$ cat src/rtl/io_ring_pkg.sv
// Shared types and defaults for the IO pad-ring power sequencer.
package io_ring_pkg;

    // Sequencer states; the top keeps its state register as plain logic
    // constants derived from these values.
    typedef enum logic [2:0] {
        IO_OFF     = 3'd0,
        IO_DBNC    = 3'd1,
        IO_RAMP_UP = 3'd2,
        IO_ON      = 3'd3,
        IO_RAMP_DN = 3'd4
    } io_seq_state_e;

    // Default drive-strength code width and reset value.
    localparam int IO_DS_W_DEF   = 2;
    localparam int IO_DS_RST_DEF = 0;

    // Largest ring this sequencer supports; sizes the group index.
    localparam int IO_MAX_GROUPS = 8;

endpackage

$ cat src/rtl/io_sync2.sv
// Two-flop synchronizer for asynchronous ring status inputs.
module io_sync2 #(
    parameter int WIDTH = 1
) (
    input  logic             clk_i,
    input  logic             rst_i,
    input  logic [WIDTH-1:0] d_i,
    output logic [WIDTH-1:0] q_o
);

    logic [WIDTH-1:0] meta_q;
    logic [WIDTH-1:0] sync_q;

    // Two register stages give the first flop a full cycle to resolve.
    always_ff @(posedge clk_i) begin
        if (rst_i) begin
            meta_q <= '0;
            sync_q <= '0;
        end else begin
            meta_q <= d_i;
            sync_q <= meta_q;
        end
    end

    assign q_o = sync_q;

endmodule

$ cat src/rtl/io_ring_pwr_seq.sv
// Power-up / power-down sequencer for one IO pad ring.
// Optional feature macro: IORING_SEQ_FAULT_EN -- supply loss while the ring
// is up drops every output enable at once and sets a sticky fault.
module io_ring_pwr_seq
    import io_ring_pkg::*;
#(
    parameter int N_GROUPS     = 4,
    parameter int DEBOUNCE_CYC = 16,
    parameter int SETTLE_CYC   = 8,
    parameter int DS_W         = IO_DS_W_DEF,
    parameter int DS_RST       = IO_DS_RST_DEF
) (
    input  logic                     clk_i,
    input  logic                     rst_i,
    input  logic                     vddio_ok_i,
    input  logic                     en_req_i,
    output logic [N_GROUPS-1:0]      grp_oe_o,
    output logic [N_GROUPS*DS_W-1:0] grp_ds_o,
    output logic                     ret_o,
    output logic                     ready_o,
    output logic                     busy_o,
    output logic                     fault_o,
    input  logic                     cfg_valid_i,
    output logic                     cfg_ready_o,
    input  logic [2:0]               cfg_grp_i,
    input  logic [DS_W-1:0]          cfg_ds_i
);

    localparam logic [2:0] S_OFF     = IO_OFF;
    localparam logic [2:0] S_DBNC    = IO_DBNC;
    localparam logic [2:0] S_RAMP_UP = IO_RAMP_UP;
    localparam logic [2:0] S_ON      = IO_ON;
    localparam logic [2:0] S_RAMP_DN = IO_RAMP_DN;

    localparam int CNT_MAX = (DEBOUNCE_CYC > SETTLE_CYC) ? DEBOUNCE_CYC : SETTLE_CYC;
    localparam int CNT_W   = $clog2(CNT_MAX + 1);
    localparam int GRP_W   = $clog2(IO_MAX_GROUPS);

    localparam logic [CNT_W-1:0]    DBNC_LAST   = CNT_W'(DEBOUNCE_CYC - 1);
    localparam logic [CNT_W-1:0]    SETTLE_LAST = CNT_W'(SETTLE_CYC);
    localparam logic [GRP_W-1:0]    K_LAST      = GRP_W'(N_GROUPS - 1);
    localparam logic [N_GROUPS-1:0] GRP_ONE     = N_GROUPS'(1);

    logic                vok;
    logic [2:0]          state_q, state_d;
    logic [CNT_W-1:0]    cnt_q, cnt_d, cnt_inc;
    logic [GRP_W-1:0]    k_q, k_d, k_up, k_dn;
    logic [N_GROUPS-1:0] oe_q, oe_d;
    logic                ret_q, ready_q, busy_q, cfg_ready_q;
    logic [N_GROUPS*DS_W-1:0] ds_q;
    logic                fault_q;
    logic                cfg_accept;

    io_sync2 #(.WIDTH(1)) u_vok_sync (
        .clk_i (clk_i),
        .rst_i (rst_i),
        .d_i   (vddio_ok_i),
        .q_o   (vok)
    );

    // Settle/debounce counter never wraps; it parks at all-ones.
    assign cnt_inc    = (cnt_q == '1) ? cnt_q : cnt_q + CNT_W'(1);
    assign k_up       = k_q + GRP_W'(1);
    assign k_dn       = k_q - GRP_W'(1);
    assign cfg_accept = cfg_valid_i && cfg_ready_q;

`ifdef IORING_SEQ_FAULT_EN
    logic fault_set;
`endif

    // Next-state, group index and output-enable pattern for the sequencer.
    always_comb begin
        // NOTE: every signal written here gets a default first, so no path leaves it unassigned and infers a latch.
        state_d = state_q;
        cnt_d   = cnt_q;
        k_d     = k_q;
        oe_d    = oe_q;
`ifdef IORING_SEQ_FAULT_EN
        fault_set = 1'b0;
`endif
        case (state_q)
            S_OFF: begin
                cnt_d = '0;
                k_d   = '0;
                if (en_req_i && vok && !fault_q) begin
                    state_d = S_DBNC;
                end
            end
            S_DBNC: begin
                if (!vok) begin
                    state_d = S_OFF;
                    cnt_d   = '0;
                end else if (cnt_q == DBNC_LAST) begin
                    state_d = S_RAMP_UP;
                    cnt_d   = '0;
                    k_d     = '0;
                    oe_d    = oe_q | GRP_ONE;
                end else begin
                    cnt_d = cnt_inc;
                end
            end
            S_RAMP_UP, S_ON: begin
`ifdef IORING_SEQ_FAULT_EN
                if (!vok) begin
                    state_d   = S_OFF;
                    oe_d      = '0;
                    cnt_d     = '0;
                    k_d       = '0;
                    fault_set = 1'b1;
                end else
`endif
                if (!en_req_i || !vok) begin
                    // Reverse from the highest group currently enabled.
                    state_d = S_RAMP_DN;
                    oe_d    = oe_q & ~(GRP_ONE << k_q);
                    cnt_d   = '0;
                end else if (state_q == S_RAMP_UP) begin
                    if (cnt_q == SETTLE_LAST) begin
                        cnt_d = '0;
                        if (k_q == K_LAST) begin
                            state_d = S_ON;
                        end else begin
                            k_d  = k_up;
                            oe_d = oe_q | (GRP_ONE << k_up);
                        end
                    end else begin
                        cnt_d = cnt_inc;
                    end
                end
            end
            S_RAMP_DN: begin
                if (cnt_q == SETTLE_LAST) begin
                    cnt_d = '0;
                    if (k_q == '0) begin
                        state_d = S_OFF;
                    end else begin
                        k_d  = k_dn;
                        oe_d = oe_q & ~(GRP_ONE << k_dn);
                    end
                end else begin
                    cnt_d = cnt_inc;
                end
            end
            default: begin
                state_d = S_OFF;
                oe_d    = '0;
                cnt_d   = '0;
                k_d     = '0;
            end
        endcase
    end

    // Sequencer state plus registered status outputs decoded from next state.
    always_ff @(posedge clk_i) begin
        if (rst_i) begin
            state_q     <= S_OFF;
            cnt_q       <= '0;
            k_q         <= '0;
            oe_q        <= '0;
            ret_q       <= 1'b1;
            ready_q     <= 1'b0;
            busy_q      <= 1'b0;
            cfg_ready_q <= 1'b0;
        end else begin
            // NOTE: sequential state uses non-blocking assignments so every flop samples pre-edge values.
            state_q     <= state_d;
            cnt_q       <= cnt_d;
            k_q         <= k_d;
            oe_q        <= oe_d;
            ret_q       <= (state_d == S_OFF) || (state_d == S_DBNC);
            ready_q     <= (state_d == S_ON);
            busy_q      <= (state_d == S_DBNC) || (state_d == S_RAMP_UP) ||
                           (state_d == S_RAMP_DN);
            cfg_ready_q <= (state_d == S_OFF) || (state_d == S_ON);
        end
    end

    // Per-group drive-strength registers written through the cfg handshake.
    always_ff @(posedge clk_i) begin
        if (rst_i) begin
            // NOTE: this small register array is reset (unlike a RAM) because pads must see a defined drive strength.
            ds_q <= {N_GROUPS{DS_W'(DS_RST)}};
        end else if (cfg_accept) begin
            // Indices at or above N_GROUPS match no group and are dropped.
            for (int g = 0; g < N_GROUPS; g++) begin
                if (cfg_grp_i == 3'(g)) begin
                    ds_q[g*DS_W +: DS_W] <= cfg_ds_i;
                end
            end
        end
    end

`ifdef IORING_SEQ_FAULT_EN
    // Sticky supply-loss fault; only reset clears it.
    always_ff @(posedge clk_i) begin
        if (rst_i) begin
            fault_q <= 1'b0;
        end else if (fault_set) begin
            fault_q <= 1'b1;
        end
    end
`else
    assign fault_q = 1'b0;
`endif

    assign grp_oe_o    = oe_q;
    assign grp_ds_o    = ds_q;
    assign ret_o       = ret_q;
    assign ready_o     = ready_q;
    assign busy_o      = busy_q;
    assign fault_o     = fault_q;
    assign cfg_ready_o = cfg_ready_q;

endmodule

$ cat config.mk
export PLATFORM = sky130hd
export DESIGN_NAME = io_ring_pwr_seq
export DESIGN_NICKNAME = d
export VERILOG_FILES = /design/src/rtl/io_ring_pkg.sv /design/src/rtl/io_sync2.sv /design/src/rtl/io_ring_pwr_seq.sv
export SDC_FILE = /design/constraint.sdc
export NUM_CORES = 1
export LEC_CHECK = 0
export CORE_MARGIN = 8
export CORE_UTILIZATION = 35
export CTS_CLUSTER_SIZE = 8
export DETAILED_ROUTE_END_ITERATION = 8
export PLACE_DENSITY = 0.55
export SYNTH_ARGS = -nofsm -noshare
export SYNTH_HDL_FRONTEND = slang
export SYNTH_SLANG_ARGS = --single-unit
$ cat constraint.sdc
create_clock -name clk_i -period 2.1 [get_ports clk_i]
set_clock_uncertainty 0.05 [all_clocks]
set_input_delay 0.63 -clock clk_i [delete_from_list [all_inputs] [get_ports clk_i]]
set_output_delay 0.63 -clock clk_i [all_outputs]
set_load 0.005 [all_outputs]
After elaboration in Yosys (flattened, before gate mapping)
Index checks and enable logic that the tools add are counted.
Word-level totals
  bits in registers: 29
  bits in latches: 0
  bits in writable memories: 0
  bits in read-only memories: 0
  input port bits: 10
  output and inout port bits: 17
  memories kept: 0
Cells by class
  add/sub/neg operators: 3
  multiply operators: 0
  divide/modulo/power cells: 0
  magnitude comparators: 0
  equal/unequal tests: 26
  shift operators: 3
  multiplexer cells: 35
  bitwise logic cells: 7
  reduce and logical (&&, ||, !) cells: 21
Operators by type and width (number)
  two-way mux 3 bit: 17
  two-way mux 5 bit: 6
  two-way mux 4 bit: 6
  == test 3 x 2 -> 1 bit (second input constant): 7
  one-hot mux 4 bit (4 select lines): 1
  AND reduction 8 bit: 2
  one-hot mux 5 bit (3 select lines): 1
  != test 2 bit (second input constant): 7
  logical NOT 3 bit: 4
  one-hot mux 3 bit (4 select lines): 1
  << shifter 1 x 3 -> 4 bit (first input constant): 3
  == test 5 x 4 -> 1 bit (second input constant): 2
  == test 3 x 1 -> 1 bit (second input constant): 3
  != test 3 bit (second input constant): 3
  one-hot mux 3 bit (3 select lines): 1
  AND 4 bit: 2
  inverter 4 bit: 2
  AND reduction 2 bit: 4
  AND reduction 7 bit: 1
  == test 3 bit (second input constant): 2
  adder 5 x 1 -> 5 bit (second input constant): 1
  == test 5 bit (second input constant): 1
  logical OR 1 bit: 5
  OR 4 bit: 1
  8 further kinds: 12

Depth between registers and ports, before layout
  depth after elaboration: 9
  depth in mapped cells: 7
  gate-level depth less buffers: 6

Modules after synthesis
A second synthesis with hierarchy kept.
Second synthesis, totals
  cells, all modules: 185
  area, all modules: 1756.7 sq um
Modules (own cells, without submodules)
  io_ring_pwr_seq: times used 1, cells each 181, area each 1704.1 sq um, sequential area each 540.5 sq um
  io_sync2: times used 1, cells each 4, area each 52.6 sq um, sequential area each 40.0 sq um

Worst setup path before layout
No wires, ideal clock.
  kind: reg-to-reg
  start point: reg cnt_q[0]
  end point: reg cfg_ready_q (netlist: cfg_ready_o)
  arrival: 1544 ps
  data required time: 1934 ps
  path slack: 390 ps
  stages on the path, launching flop included: 8
  path buffers: 1
  cell sequence: dfxtp_1 > inv_1 > ha_1 > and4bb_1 > buf_4 > a31o_1 > and3_4 > a31o_1
On the way
  cells in the longest elaborated chain, start to end: 7
RTL lines
  from (decl): line io_ring_pwr_seq.sv:46  | logic [CNT_W-1:0] cnt_q, cnt_d, cnt_inc;
  from (signal assigned): line io_ring_pwr_seq.sv:167  | cnt_q <= cnt_d;
  == test 5 x 4 -> 1 bit: line io_ring_pwr_seq.sv:118, io_ring_pwr_seq.sv:132
  two-way mux 3 bit: line io_ring_pwr_seq.sv:118  | if (cnt_q == SETTLE_LAST) begin
  two-way mux 3 bit: line io_ring_pwr_seq.sv:117  | end else if (state_q == S_RAMP_UP) begin
  two-way mux 3 bit: line io_ring_pwr_seq.sv:112  | if (!en_req_i || !vok) begin
  one-hot mux 3 bit (4 select lines) (*): line io_ring_pwr_seq.sv:81  | case (state_q)
  == test 3 x 2 -> 1 bit or logical NOT 3 bit (tied branches): line io_ring_pwr_seq.sv:174  | cfg_ready_q <= (state_d == S_OFF) || (state_d == S_ON);
  logical OR 1 bit (*): line io_ring_pwr_seq.sv:174
  to (signal assigned): line io_ring_pwr_seq.sv:174
  to (decl): line io_ring_pwr_seq.sv:49  | logic ret_q, ready_q, busy_q, cfg_ready_q;
Every way passes the cells marked *; elsewhere a longest branch is shown, timed or not.
A chain may end at the register's enable or synchronous reset.

Final worst setup path
  start point: reg cnt_q[0]
  end point: reg k_q[2]
On the way
  cells in the longest elaborated chain, start to end: 3
RTL lines
  == test 5 x 4 -> 1 bit, on equally long branches: line io_ring_pwr_seq.sv:118, io_ring_pwr_seq.sv:132, io_ring_pwr_seq.sv:93
  != test 2 bit (no source line)
  AND reduction 8 bit (no source line) (*)
  to (signal assigned): line io_ring_pwr_seq.sv:168  | k_q <= k_d;
  to (decl): line io_ring_pwr_seq.sv:47  | logic [GRP_W-1:0] k_q, k_d, k_up, k_dn;
Marks and branches as above.

==> results.json <==
{
  "die_area_um2": 7200,
  "critPathKind": "flop to flop",
  "worstReg2RegEnd": "k_q[2]",
  "synth_cells": 189,
  "finalSetupViolCount": 0,
  "clock_latency_ns": 0.27,
  "htreeDepth": 2,
  "tightestPinTransition_ns": 0.500,
  "end_kind": "flop",
  "layout.area.seq_um2": 581,
  "antenna_found_initial": 0,
  "p_leak_nw": 0.796,
  "grt_max_degree": 13,
  "tritoncts": "yes",
  "multi_input_area_um2": 983,
  "dp_cells": 269,
  "area_delta_synth_final_pct": 28.0,
  "whs_endpoint": "grp_ds_o[3]",
  "cts_root_buf": "clkbuf_8",
  "fillCellCount": 460,
  "grt_pass1_wl_um": 7090,
  "detail-route-antenna-nets": 0,
  "firstDrtPassIters": 4,
  "wire_per_inst_um": 15.1,
  "slew_viol_final": 0,
  "holdPathStages": 2,
  "grt_pass1_vias": 1484,
  "fmaxAchievable_mhz": 510,
  "portBuffers": 25,
  "postCtsSetupBuffers": 0,
  "synthesis.area_um2": 1660,
  "r2r_cells": 6,
  "grt_overflow": 0,
  "post-route-period-util": 0.934,
  "regToRegSetupSlack_ns": 0.14,
  "synth_cell_types": 53,
  "cp-startpoint": "cnt_q[0]",
  "place.gp.congestion": 0.845,
  "dp_hpwl_um": 3290,
  "status": "completed",
  "post-route-util": 0.456,
  "layout.cells.most_common": "dfxtp_1",
  "yosysSeqAreaShare": 0.350,
  "n_antenna_cell": 0,
  "cts_buffers": 5,
  "synth_flop_cell": "dfxtp_1",
  "synth_edf_count": 0,
  "synth.ff_latch_count": 29,
  "io_pins": 27,
  "final_nets": 241,
  "grt_setup_unrepaired": "no",
  "slew_headroom": 0.666,
  "p_per_area_nw_per_um2": 572,
  "fin_crit_ns": 1.96,
  "grtUsageTotal": 0.121,
  "clock-sinks": 29,
  "worstPathArrival_ns": 2.07,
  "start_kind": "flop",
  "core-area_um2": 4660,
  "vias": 1536,
  "min_from": "grp_ds_o[3]",
  "drive_gt1_frac": 0.139,
  "worstPathMaxFanout": 9,
  "die_h_um": 84.9,
  "yosysWarnings": 0,
  "r2r_start": "cnt_q[0]",
  "cts_max_path_buffers": 2,
  "maxCapViolCount": 0,
  "hold_viol": 0,
  "die_width_um": 84.9,
  "worst_ep_required_time_ns": 2.21,
  "synth_area_per_cell_um2": 8.78,
  "stdcell_count": 277,
  "wirelength_um": 4190,
  "cts.clk_slew.worst_paths_ns": 0.06,
  "rows": 25,
  "ir_drop_v": 0.000356,
  "start_util": 0.356,
  "drc": 0,
  "via_per_inst": 5.55,
  "layout_common_cells": "dfxtp_1 (29), clkdlybuf4s50_1 (25), a21oi_1 (19)",
  "hold_path.class": "flop to flop",
  "syn_nets": 208,
  "drt_iter0_drc": 91,
  "ys_async_sr_fraction": 0
}
## worst max-delay path by stage
stage	endpoint	slack, ns	depth (start not counted)
CTS	k_q[2]	0.13	6
global route	k_q[2]	0.02	6
finish	k_q[2]	0.14	6
floorplan	cfg_ready_o	0.39	7
detailed placement	grp_oe_o[0]	-0.08	6
global placement	grp_oe_o[0]	-0.04	6
## Yosys cell counts (all sizes together) (3+ instances only)
cell / number / share of area
dfxtp: 29 / 0.35
a21oi: 21 / 0.077
nor2: 16 / 0.036
nand2: 11 / 0.025
inv: 10 / 0.023
ha: 9 / 0.068
a211oi: 7 / 0.038
buf: 7 / 0.028
mux2i: 7 / 0.042
a31oi: 5 / 0.019
o21ai: 5 / 0.015
clkbuf: 4 / 0.0090
nand3: 4 / 0.012
nor3: 4 / 0.012
nand2b: 3 / 0.011
nand4: 3 / 0.011
nand4b: 3 / 0.016
o22ai: 3 / 0.015
o31ai: 3 / 0.014
## repair_timing
action	in CTS	in global routing
setup endpoints to repair	0	1
gates resized for setup	0	1
hold buffers	0	0
hold endpoints to repair	0	0
## per-layer routing
| layer | vias up | track usage | share of wire |
|---|---|---|---|
| met3 | 5 | 0.0328 | 0.045 |
| met5 | - | 0 | 0 |
| met4 | 0 | 0.0340 | 0.0095 |
| met1 | 727 | 0.149 | 0.48 |
| li1 | 767 | - | - |
| met2 | 37 | 0.201 | 0.47 |
## per-stage QoR
stage                     power [mW]  setup TNS (ns)  area [um2]  setup WS, ns  hold slack [ns]
final                           1.22               0        2130         0.138            0.402
after global routing            1.26               0        2130        0.0210            0.422
after CTS                       1.24               0        2120         0.131            0.407
after detailed placement       0.642          -0.354        2010       -0.0835            0.396
after global placement         0.640          -0.184        2010       -0.0430            0.393
after floorplan                0.601               0        1660         0.390            0.364
## final cells by class
cell class | instances | area share
Clock buffer | 7 | 0.0406
Clock inverter | 1 | 0.0141
Inverter | 10 | 0.0177
Multi-Input combinational cell | 139 | 0.463
Sequential cell | 29 | 0.273
Tap cell | 54 | 0.0318
Timing Repair Buffer | 37 | 0.160
## where the power goes
| part | switching (mW) | internal [mW] |
|---|---|---|
| registers | 0.00479 | 0.556 |
| logic | 0.0318 | 0.0370 |
| clock network | 0.200 | 0.386 |
## logic make-up (layout without fill, tap and decap cells)
group           after synthesis  in the layout  share of synthesized area
fa+ha+maj                     9              9                     0.0678
flops                        29             29                      0.350
mux                           7              7                     0.0422
other cells                   1              1                    0.00226
compound gates               60             60                      0.263
simple gates                 61             61                      0.210
xor+xnor                      1              1                    0.00528
buf+inv                      21             55                     0.0595
## sequential cells by signal (all words and copies together) (netlist names)
register           cells
u_vok_sync.meta_q      1
grp_ds_o               8
state_q                3
cnt_q                  5
ready_o                1
grp_oe_o               4
k_q                    3
u_vok_sync.q_o         1
cfg_ready_o            1
ret_o                  1
busy_o                 1
## worst max-delay path, cell delays in order, from the launching register on
cell and delay (ns):
dfxtp_1 0.35, inv_1 0.09, ha_1 0.13, and4bb_1 0.52, a41oi_1 0.28, nor4_1 0.35, nor3_1 0.07
Power figures use the tool's default switching activity.
